<file path="src/rtl/alu_pkg.sv">
// -----------------------------------------------------------------------------
// alu_pkg
//   Shared definitions for the ALU arbiter slice.
//   - ALU operation encodings carried in ALU_control[2:1]
//   - bit index of the shift-left-1 flag in ALU_control / Req_op slices
//   - arbiter FSM state type
// -----------------------------------------------------------------------------
package alu_pkg;

  localparam logic [1:0] ALU_ADD = 2'b00;
  localparam logic [1:0] ALU_SUB = 2'b01;
  localparam logic [1:0] ALU_AND = 2'b10;
  localparam logic [1:0] ALU_OR  = 2'b11;

  // Bit 0 of a 3-bit op field requests a shift-left-1 of the ALU result.
  localparam int ALU_SHIFT_BIT = 0;

  typedef enum logic [1:0] {
    IDLE    = 2'd0,
    ISSUE   = 2'd1,
    CAPTURE = 2'd2
  } state_t;

endpackage

</file>
<file path="src/rtl/alu_arbiter_if.sv">
// -----------------------------------------------------------------------------
// alu_arbiter_if
//   Requester-side bus of the ALU arbiter.
//   Signals:
//     req       NUM_REQ             level request per requester
//     req_op    NUM_REQ*3           per requester {op[1:0], shift}, requester i at [3i+2:3i]
//     req_a     NUM_REQ*DATA_WIDTH  operand A, requester i at slice i
//     req_b     NUM_REQ*DATA_WIDTH  operand B, requester i at slice i
//     gnt       NUM_REQ             one-hot grant, 1-cycle pulse
//     rsp_valid 1                   result valid, 1-cycle pulse
//     rsp_id    ID_WIDTH            requester index of rsp_data
//     rsp_data  DATA_WIDTH          ALU result
//   Handshake: a requester raises req[i] with its op/operands and holds all of
//   them stable until it sees gnt[i]; it drops req[i] within one cycle of gnt.
//   A req still high when the arbiter is next idle counts as a new request;
//   dropping req before gnt withdraws it. Each grant yields exactly one
//   rsp_valid pulse two cycles after gnt, tagged with the granted index,
//   unless reset intervenes.
//   Modports: master = requester side, slave = arbiter side.
// -----------------------------------------------------------------------------
interface alu_arbiter_if #(
  parameter int NUM_REQ    = 4,
  parameter int DATA_WIDTH = 16
);
  localparam int ID_WIDTH = $clog2(NUM_REQ);

  logic [NUM_REQ-1:0]            req;
  logic [NUM_REQ*3-1:0]          req_op;
  logic [NUM_REQ*DATA_WIDTH-1:0] req_a;
  logic [NUM_REQ*DATA_WIDTH-1:0] req_b;
  logic [NUM_REQ-1:0]            gnt;
  logic                          rsp_valid;
  logic [ID_WIDTH-1:0]           rsp_id;
  logic [DATA_WIDTH-1:0]         rsp_data;

  modport master (
    output req, req_op, req_a, req_b,
    input  gnt, rsp_valid, rsp_id, rsp_data
  );

  modport slave (
    input  req, req_op, req_a, req_b,
    output gnt, rsp_valid, rsp_id, rsp_data
  );

endinterface

</file>
<file path="src/rtl/alu_rr_picker.sv">
// -----------------------------------------------------------------------------
// alu_rr_picker
//   Combinational round-robin picker: the winner is the first set request
//   strictly after i_ptr, wrapping around.
//   Ports:
//     i_req     NUM_REQ   request vector
//     i_ptr     ID_WIDTH  index of the last winner
//     o_any     1         at least one request set
//     o_idx     ID_WIDTH  winner index (valid when o_any)
//     o_onehot  NUM_REQ   one-hot winner (zero when no request)
// -----------------------------------------------------------------------------
module alu_rr_picker #(
  parameter int NUM_REQ  = 4,
  parameter int ID_WIDTH = $clog2(NUM_REQ)
) (
  input  logic [NUM_REQ-1:0]  i_req,
  input  logic [ID_WIDTH-1:0] i_ptr,
  output logic                o_any,
  output logic [ID_WIDTH-1:0] o_idx,
  output logic [NUM_REQ-1:0]  o_onehot
);

  logic [2*NUM_REQ-1:0] w_dbl;
  logic [NUM_REQ-1:0]   w_rot;
  logic [31:0]          w_pos;
  logic [31:0]          w_sum;

  // Rotate the request vector so the requester just after i_ptr lands at
  // bit 0; the lowest set bit of the rotated vector is then the winner.
  always_comb begin
    w_dbl = {i_req, i_req} >> (32'(i_ptr) + 32'd1);
    w_rot = w_dbl[NUM_REQ-1:0];
    w_pos = 32'd0;
    for (int k = NUM_REQ - 1; k >= 0; k--) begin
      if (w_rot[k]) w_pos = 32'(k);
    end
    w_sum = 32'(i_ptr) + 32'd1 + w_pos;
    if (w_sum >= 32'(NUM_REQ)) w_sum = w_sum - 32'(NUM_REQ);
  end

  assign o_any    = |i_req;
  assign o_idx    = w_sum[ID_WIDTH-1:0];
  assign o_onehot = o_any ? ({{(NUM_REQ-1){1'b0}}, 1'b1} << o_idx) : '0;

endmodule

</file>
<file path="src/rtl/alu_arbiter.sv">
// -----------------------------------------------------------------------------
// alu_arbiter
//   Shares one registered-output ALU between NUM_REQ requesters using
//   round-robin arbitration. One operation every three cycles:
//   IDLE (arbitrate, drive ALU inputs) -> ISSUE (grant pulse, ALU registers
//   result) -> CAPTURE (latch ALU result, raise rsp_valid) -> IDLE.
//   Ports:
//     i_clk          clock, all state on posedge
//     i_rst_n        asynchronous active-low reset
//     bus            alu_arbiter_if.slave requester bus
//     o_alu_control  to ALU: [2:1] op (add/sub/and/or), [0] shift-left-1
//     o_ainput       to ALU operand A
//     o_binput       to ALU operand B
//     i_shift_output from ALU, registered by the ALU on posedge
//     o_dbg_state    current FSM state
//     o_op_count     16-bit wrapping count of responses (only when the
//                    ALU_ARB_OPCOUNT_EN macro is defined)
// -----------------------------------------------------------------------------
module alu_arbiter
  import alu_pkg::*;
#(
  parameter int NUM_REQ    = 4,
  parameter int DATA_WIDTH = 16
) (
  input  logic                  i_clk,
  input  logic                  i_rst_n,
  alu_arbiter_if.slave          bus,
  output logic [2:0]            o_alu_control,
  output logic [DATA_WIDTH-1:0] o_ainput,
  output logic [DATA_WIDTH-1:0] o_binput,
  input  logic [DATA_WIDTH-1:0] i_shift_output,
  output state_t                o_dbg_state
`ifdef ALU_ARB_OPCOUNT_EN
  ,
  output logic [15:0]           o_op_count
`endif
);

  localparam int ID_WIDTH = $clog2(NUM_REQ);

  state_t                r_state;
  logic [ID_WIDTH-1:0]   r_ptr;
  logic [NUM_REQ-1:0]    r_gnt;
  logic                  r_rsp_valid;
  logic [ID_WIDTH-1:0]   r_rsp_id;
  logic [DATA_WIDTH-1:0] r_rsp_data;
  logic [2:0]            r_alu_control;
  logic [DATA_WIDTH-1:0] r_ainput;
  logic [DATA_WIDTH-1:0] r_binput;
`ifdef ALU_ARB_OPCOUNT_EN
  logic [15:0]           r_op_count;
`endif

  logic                  w_any;
  logic [ID_WIDTH-1:0]   w_idx;
  logic [NUM_REQ-1:0]    w_onehot;

  alu_rr_picker #(
    .NUM_REQ  (NUM_REQ),
    .ID_WIDTH (ID_WIDTH)
  ) u_picker (
    .i_req    (bus.req),
    .i_ptr    (r_ptr),
    .o_any    (w_any),
    .o_idx    (w_idx),
    .o_onehot (w_onehot)
  );

  // The pointer doubles as the in-flight winner's index: it is only updated
  // on a grant, so it still names that requester in CAPTURE. Reset value
  // NUM_REQ-1 gives requester 0 first priority.
  always_ff @(posedge i_clk or negedge i_rst_n) begin
    if (!i_rst_n) begin
      r_state       <= IDLE;
      r_ptr         <= ID_WIDTH'(NUM_REQ - 1);
      r_gnt         <= '0;
      r_rsp_valid   <= 1'b0;
      r_rsp_id      <= '0;
      r_rsp_data    <= '0;
      r_alu_control <= '0;
      r_ainput      <= '0;
      r_binput      <= '0;
`ifdef ALU_ARB_OPCOUNT_EN
      r_op_count    <= '0;
`endif
    end else begin
      case (r_state)
        IDLE: begin
          r_rsp_valid <= 1'b0;
          if (w_any) begin
            r_gnt         <= w_onehot;
            r_alu_control <= bus.req_op[32'(w_idx) * 3 +: 3];
            r_ainput      <= bus.req_a[32'(w_idx) * DATA_WIDTH +: DATA_WIDTH];
            r_binput      <= bus.req_b[32'(w_idx) * DATA_WIDTH +: DATA_WIDTH];
            r_ptr         <= w_idx;
            r_state       <= ISSUE;
          end
        end
        ISSUE: begin
          // ALU latches its result at this edge from the held inputs.
          r_gnt   <= '0;
          r_state <= CAPTURE;
        end
        CAPTURE: begin
          r_rsp_data  <= i_shift_output;
          r_rsp_id    <= r_ptr;
          r_rsp_valid <= 1'b1;
`ifdef ALU_ARB_OPCOUNT_EN
          r_op_count  <= r_op_count + 16'd1;
`endif
          r_state     <= IDLE;
        end
        default: r_state <= IDLE;
      endcase
    end
  end

  assign bus.gnt       = r_gnt;
  assign bus.rsp_valid = r_rsp_valid;
  assign bus.rsp_id    = r_rsp_id;
  assign bus.rsp_data  = r_rsp_data;
  assign o_alu_control = r_alu_control;
  assign o_ainput      = r_ainput;
  assign o_binput      = r_binput;
  assign o_dbg_state   = r_state;
`ifdef ALU_ARB_OPCOUNT_EN
  assign o_op_count    = r_op_count;
`endif

endmodule

</file>
<file path="src/flat_wrapper.sv">
// flat-port wrapper written by rule: the top's interface ports become plain ports
module alu_arbiter_flat import alu_pkg::*;
#(
  parameter int NUM_REQ    = 4,
  parameter int DATA_WIDTH = 16
)
  (i_clk, i_rst_n, o_alu_control, o_ainput, o_binput, i_shift_output, o_dbg_state, bus_req, bus_req_op, bus_req_a, bus_req_b, bus_gnt, bus_rsp_valid, bus_rsp_id, bus_rsp_data);
  alu_arbiter_if #(.NUM_REQ(NUM_REQ), .DATA_WIDTH(DATA_WIDTH)) bus_i ();
  input  logic i_clk;
  input  logic i_rst_n;
  output logic [2:0] o_alu_control;
  output logic [DATA_WIDTH-1:0] o_ainput;
  output logic [DATA_WIDTH-1:0] o_binput;
  input  logic [DATA_WIDTH-1:0] i_shift_output;
  output state_t o_dbg_state;
  input wire logic [$bits(bus_i.req)-1:0] bus_req;
  input wire logic [$bits(bus_i.req_op)-1:0] bus_req_op;
  input wire logic [$bits(bus_i.req_a)-1:0] bus_req_a;
  input wire logic [$bits(bus_i.req_b)-1:0] bus_req_b;
  output wire logic [$bits(bus_i.gnt)-1:0] bus_gnt;
  output wire logic [$bits(bus_i.rsp_valid)-1:0] bus_rsp_valid;
  output wire logic [$bits(bus_i.rsp_id)-1:0] bus_rsp_id;
  output wire logic [$bits(bus_i.rsp_data)-1:0] bus_rsp_data;
  assign bus_i.req = bus_req;
  assign bus_i.req_op = bus_req_op;
  assign bus_i.req_a = bus_req_a;
  assign bus_i.req_b = bus_req_b;
  assign bus_gnt = bus_i.gnt;
  assign bus_rsp_valid = bus_i.rsp_valid;
  assign bus_rsp_id = bus_i.rsp_id;
  assign bus_rsp_data = bus_i.rsp_data;
  alu_arbiter #(.NUM_REQ(NUM_REQ), .DATA_WIDTH(DATA_WIDTH)) u_core (.i_clk(i_clk), .i_rst_n(i_rst_n), .bus(bus_i), .o_alu_control(o_alu_control), .o_ainput(o_ainput), .o_binput(o_binput), .i_shift_output(i_shift_output), .o_dbg_state(o_dbg_state));
endmodule
</file>
<file path="config.mk">
export PLATFORM = sky130hd
export DESIGN_NAME = alu_arbiter_flat
export DESIGN_NICKNAME = d
export VERILOG_FILES = /design/src/rtl/alu_pkg.sv /design/src/rtl/alu_arbiter_if.sv /design/src/rtl/alu_rr_picker.sv /design/src/rtl/alu_arbiter.sv /design/src/flat_wrapper.sv
export SDC_FILE = /design/constraint.sdc
export NUM_CORES = 1
export LEC_CHECK = 0
export BUFFER_PORTS_ARGS = -buffer_cell sky130_fd_sc_hd__buf_4
export CAP_MARGIN = 10
export CORE_MARGIN = 2
export CORE_UTILIZATION = 49
export CTS_CLUSTER_SIZE = 24
export DETAILED_ROUTE_END_ITERATION = 6
export GPL_ROUTABILITY_DRIVEN = 0
export GPL_TIMING_DRIVEN = 1
export HOLD_SLACK_MARGIN = 0.1
export MAX_ROUTING_LAYER = met4
export PLACE_DENSITY = 0.89
export SLEW_MARGIN = 20
export SYNTH_ARGS = -nofsm -noshare
export SYNTH_HDL_FRONTEND = slang
export SYNTH_SLANG_ARGS = --single-unit
</file>
<file path="constraint.sdc">
create_clock -name i_clk -period 8.6 [get_ports i_clk]
set_input_delay 0.86 -clock i_clk [delete_from_list [all_inputs] [get_ports i_clk]]
set_output_delay 0.86 -clock i_clk [all_outputs]
set_load 0.03 [all_outputs]
</file>
==> qor.csv <==
stage;metric;value;unit
place;hpwl;9140;um
clock_tree;clockRootBuffer;clkbuf_8;
layout;nets;767;
floorplan;die_h;95.6;um
setup_path;r2r_end;u_core.o_binput[8]$_DFFE_PN0P_;
setup_path;critPathMaxStageDelay;0.91;ns
synthesis;syn_area;4110;sq um
setup_path;required;8.81;ns
setup_path;cp_slowest_cell;ha_4;
clock_tree;clk_path_buf_depth;2;
routing;drc;0;
power;power.static_leakage;2.80;nW
synthesis;yosys.area.top_type;dfrtp_1;
setup_path;worstSetupEndpointType;flop;
clock_tree;clkSinkCount;62;
sta;drv_slew;0;
power;internal_power;0.00140;W
global_route;antenna_found_initial;0;
synthesis;synth_ff_type;dfrtp_1;
layout;fillers;587;
place;io_buffer_count;221;
synthesis;synthTopCellsByCount;dfrtp_1, mux2i_1, mux2_2, nand3_1, clkbuf_1;
synthesis;yosysSeqAreaShare;0.378;
power;clock_power_share;0.106;
routing;avgViaCountPerCell;6.12;
power;p_sw;0.00131;W
routing;avgRoutedWirePerCell;18.2;um
floorplan;rows;33;
setup_path;worstSetupPathType;in -> reg;
layout;drive_gt1_frac;0.484;
global_route;track_usage;0.289;
synthesis;synth_seq_cells;62;
floorplan;start_util;0.503;
synthesis;synth_cells;412;
floorplan;die_w;95.6;um
global_route;grt_max_degree;79;
hold_path;holdCritStartpoint;u_core.bus.rsp_valid$_DFFE_PN0P_;
status;status;completed;
synthesis;synth_edf_count;0;
sta;hold_viol_final;0;
routing;via_count;4364;
clock_tree;clkTransAtPathRegs;0.07;ns
setup_path;arrival;3.95;ns
clock_tree;htree_levels;3;
sta;fin_worst_skew;0.00780;ns
clock_tree;hold_buffers;0;
setup_path;critPathLaunch;bus_req[1];
synthesis;synth_area_per_cell;9.98;sq um
sta;clock.fmax;267;MHz
routing;dr.pass1.iters;5;
flow_run;drv_cap;0;
setup_path;crit_chain;buf_4, nor2_1, a221oi_1, a21oi_1, a211oi_1, ha_4, mux2_2, a32oi_1, a31oi_1, or3_1;
routing;first_iter_violations;208;
global_route;grt_overflow;0;
layout;antenna_cells;0;
setup_path;rrSetupSlack;4.86;ns
sta;rsz0062_at_grt;false;
clock_tree;cts-resized-gates;0;
setup_path;worstSetupStartpointType;input pin;
synthesis;synthArstFlopShare;1.00;
synthesis;ys_types;48;
global_route;grt_pass1_vias;4236;
floorplan;die_area;9140;sq um
synthesis;synth.top_cell.area_share;0.365;
place;post-place-ws;4.48;ns
sta;worst_pin_slew;1.08;ns
floorplan;core-area;8180;sq um
sta;timing.hold.ws;0.492;ns
sta;relSlewSlack;0.277;
setup_path;crit_path_max_fanout;71;
clock_tree;insertion_delay;0.34;ns
floorplan;ios;222;
routing;routed_wl;13000;um
setup_path;r2r_start;u_core.r_ptr[0]$_DFFE_PN1P_;
power;swShare;0.484;
sta;setup_violations;0;
clock_tree;cts_tree;done;
synthesis;yosys_warnings;0;
setup_path;r2r_cells;9;
synthesis;ys_top_cells_by_area;dfrtp_1, mux2i_1, mux2_2;
power;peakVddDrop;0.000451;V
sta;period_needed;3.74;ns
sta;worst_slack;4.86;ns
sta;finalCritPeriodShare;0.435;
power;powerDensity;452;nW/um^2
synthesis;yosysMostFrequentCell;dfrtp_1;
sta;tns;0;ns
clock_tree;cts_setup_buffers;0;
synthesis;synth.net_count;576;
setup_path;crit_end;u_core.o_binput[8]$_DFFE_PN0P_;
routing;ant_nets;0;
layout;area.growth.synth_to_final;45.9;%
power;comb_power_share;0.690;
clock_tree;cts_made_buffers;9;
power;power_frac_seq;0.204;
global_route;grt_pass1_wl;20100;um
hold_path;hold_path.class;reg -> reg;
-- cells by family (layout without fill, tap and decap cells) --
family	Yosys count	after routing	synth area share
AOI/OAI and AO/OA	98	98	0.180
xor gates and xnor gates	3	3	0.00822
adders and majority gates	2	2	0.00609
buffers and inverters	48	244	0.0475
DFF	62	62	0.378
muxes	88	88	0.231
and+or+nand+nor	111	111	0.150
-- through the flow --
step	std cells	utilization	power (W)	instance area, sq um
after CTS	713	0.732	0.00270	5990
after detailed placement	697	0.705	0.00241	5770
after global placement	697	0.705	0.00233	5770
after global routing	713	0.734	0.00287	6000
final	713	0.734	0.00271	6000
after floorplan	412	-	0.00189	4110
-- worst max-delay path, delay by kind of cell --
| kind | cells | cell delay (ns) |
|---|---|---|
| buffers and inverters | 1 | 0.12 |
| muxes | 1 | 0.44 |
| adders and majority gates | 1 | 0.91 |
| and+or+nand+nor | 2 | 0.42 |
| AOI/OAI and AO/OA | 5 | 1.19 |
-- cell usage in the layout (no fill, tap or decap), types with 2 or more instances in the layout --
| cell type | n |
|---|---|
| clkinvlp_4 | 2 |
| and2_1 | 2 |
| a31oi_1 | 11 |
| mux2i_1 | 46 |
| a32oi_1 | 11 |
| a22o_1 | 11 |
| inv_1 | 3 |
| or3_1 | 12 |
| nor2_1 | 8 |
| buf_4 | 224 |
| and3_1 | 2 |
| xnor2_1 | 2 |
| o221ai_1 | 23 |
| dfstp_2 | 2 |
| a21oi_1 | 26 |
| nor4_1 | 24 |
| a21o_1 | 4 |
| mux2_2 | 40 |
| nor2b_1 | 3 |
| clkbuf_8 | 9 |
| nand3_1 | 38 |
| nor3_1 | 12 |
| dfrtp_1 | 60 |
| bufinv_16 | 2 |
| nand2_1 | 5 |
-- flip-flops by register name, indices dropped and copies added, names as in the netlist --
register / cells
u_core.bus.rsp_id: 2
u_core.r_ptr: 2
u_core.o_dbg_state: 2
u_core.bus.rsp_data: 16
u_core.o_binput: 16
u_core.o_alu_control: 3
u_core.o_ainput: 16
u_core.bus.gnt: 4
u_core.bus.rsp_valid: 1
-- power groups by stage --
| stage | sequential (W) | combinational, W | clock [W] |
|---|---|---|---|
| floorplan | 0.000788 | 0.00110 | 0 |
| global placement | 0.000546 | 0.00178 | 0 |
| detailed placement | 0.000552 | 0.00185 | 0 |
| CTS | 0.000550 | 0.00186 | 0.000293 |
| global route | 0.000568 | 0.00199 | 0.000309 |
| finish | 0.000552 | 0.00187 | 0.000288 |
-- layer usage --
| metal | wire [um] | global-route usage | up-vias |
|---|---|---|---|
| li1 | - | - | 2000 |
| met1 | 4890 | 0.344 | 2089 |
| met2 | 6730 | 0.488 | 242 |
| met3 | 976 | 0.0332 | 33 |
| met4 | 361 | 0.136 | 0 |
| met5 | 0 | - | - |
-- how the worst min path moves through the flow --
| stage | to | slack (ns) | cells past startpoint |
|---|---|---|---|
| 3_5_place_dp | u_core.bus.rsp_valid$_DFFE_PN0P_ | 0.47 | 1 |
| 5_1_grt | u_core.bus.rsp_data[6]$_DFFE_PN0P_ | 0.53 | 1 |
| 6_report | u_core.bus.rsp_valid$_DFFE_PN0P_ | 0.49 | 1 |
| 2_1_floorplan | u_core.bus.gnt[0]$_DFFE_PN0P_ | 0.56 | 0 |
| 3_3_place_gp | u_core.bus.rsp_valid$_DFFE_PN0P_ | 0.47 | 1 |
| 4_1_cts | u_core.bus.rsp_valid$_DFFE_PN0P_ | 0.49 | 1 |
-- cell type report --
class / instances / area [sq um] / area share
Sequential cell: 62 / 1550 / 0.259
Multi-Input combinational cell: 302 / 2390 / 0.399
Tap cell: 105 / 131 / 0.0219
Inverter: 4 / 15.0 / 0.00250
Clock inverter: 7 / 97.6 / 0.0163
Clock buffer: 9 / 124 / 0.0207
Timing Repair Buffer: 224 / 1680 / 0.280
Power figures use the tool's default switching activity.
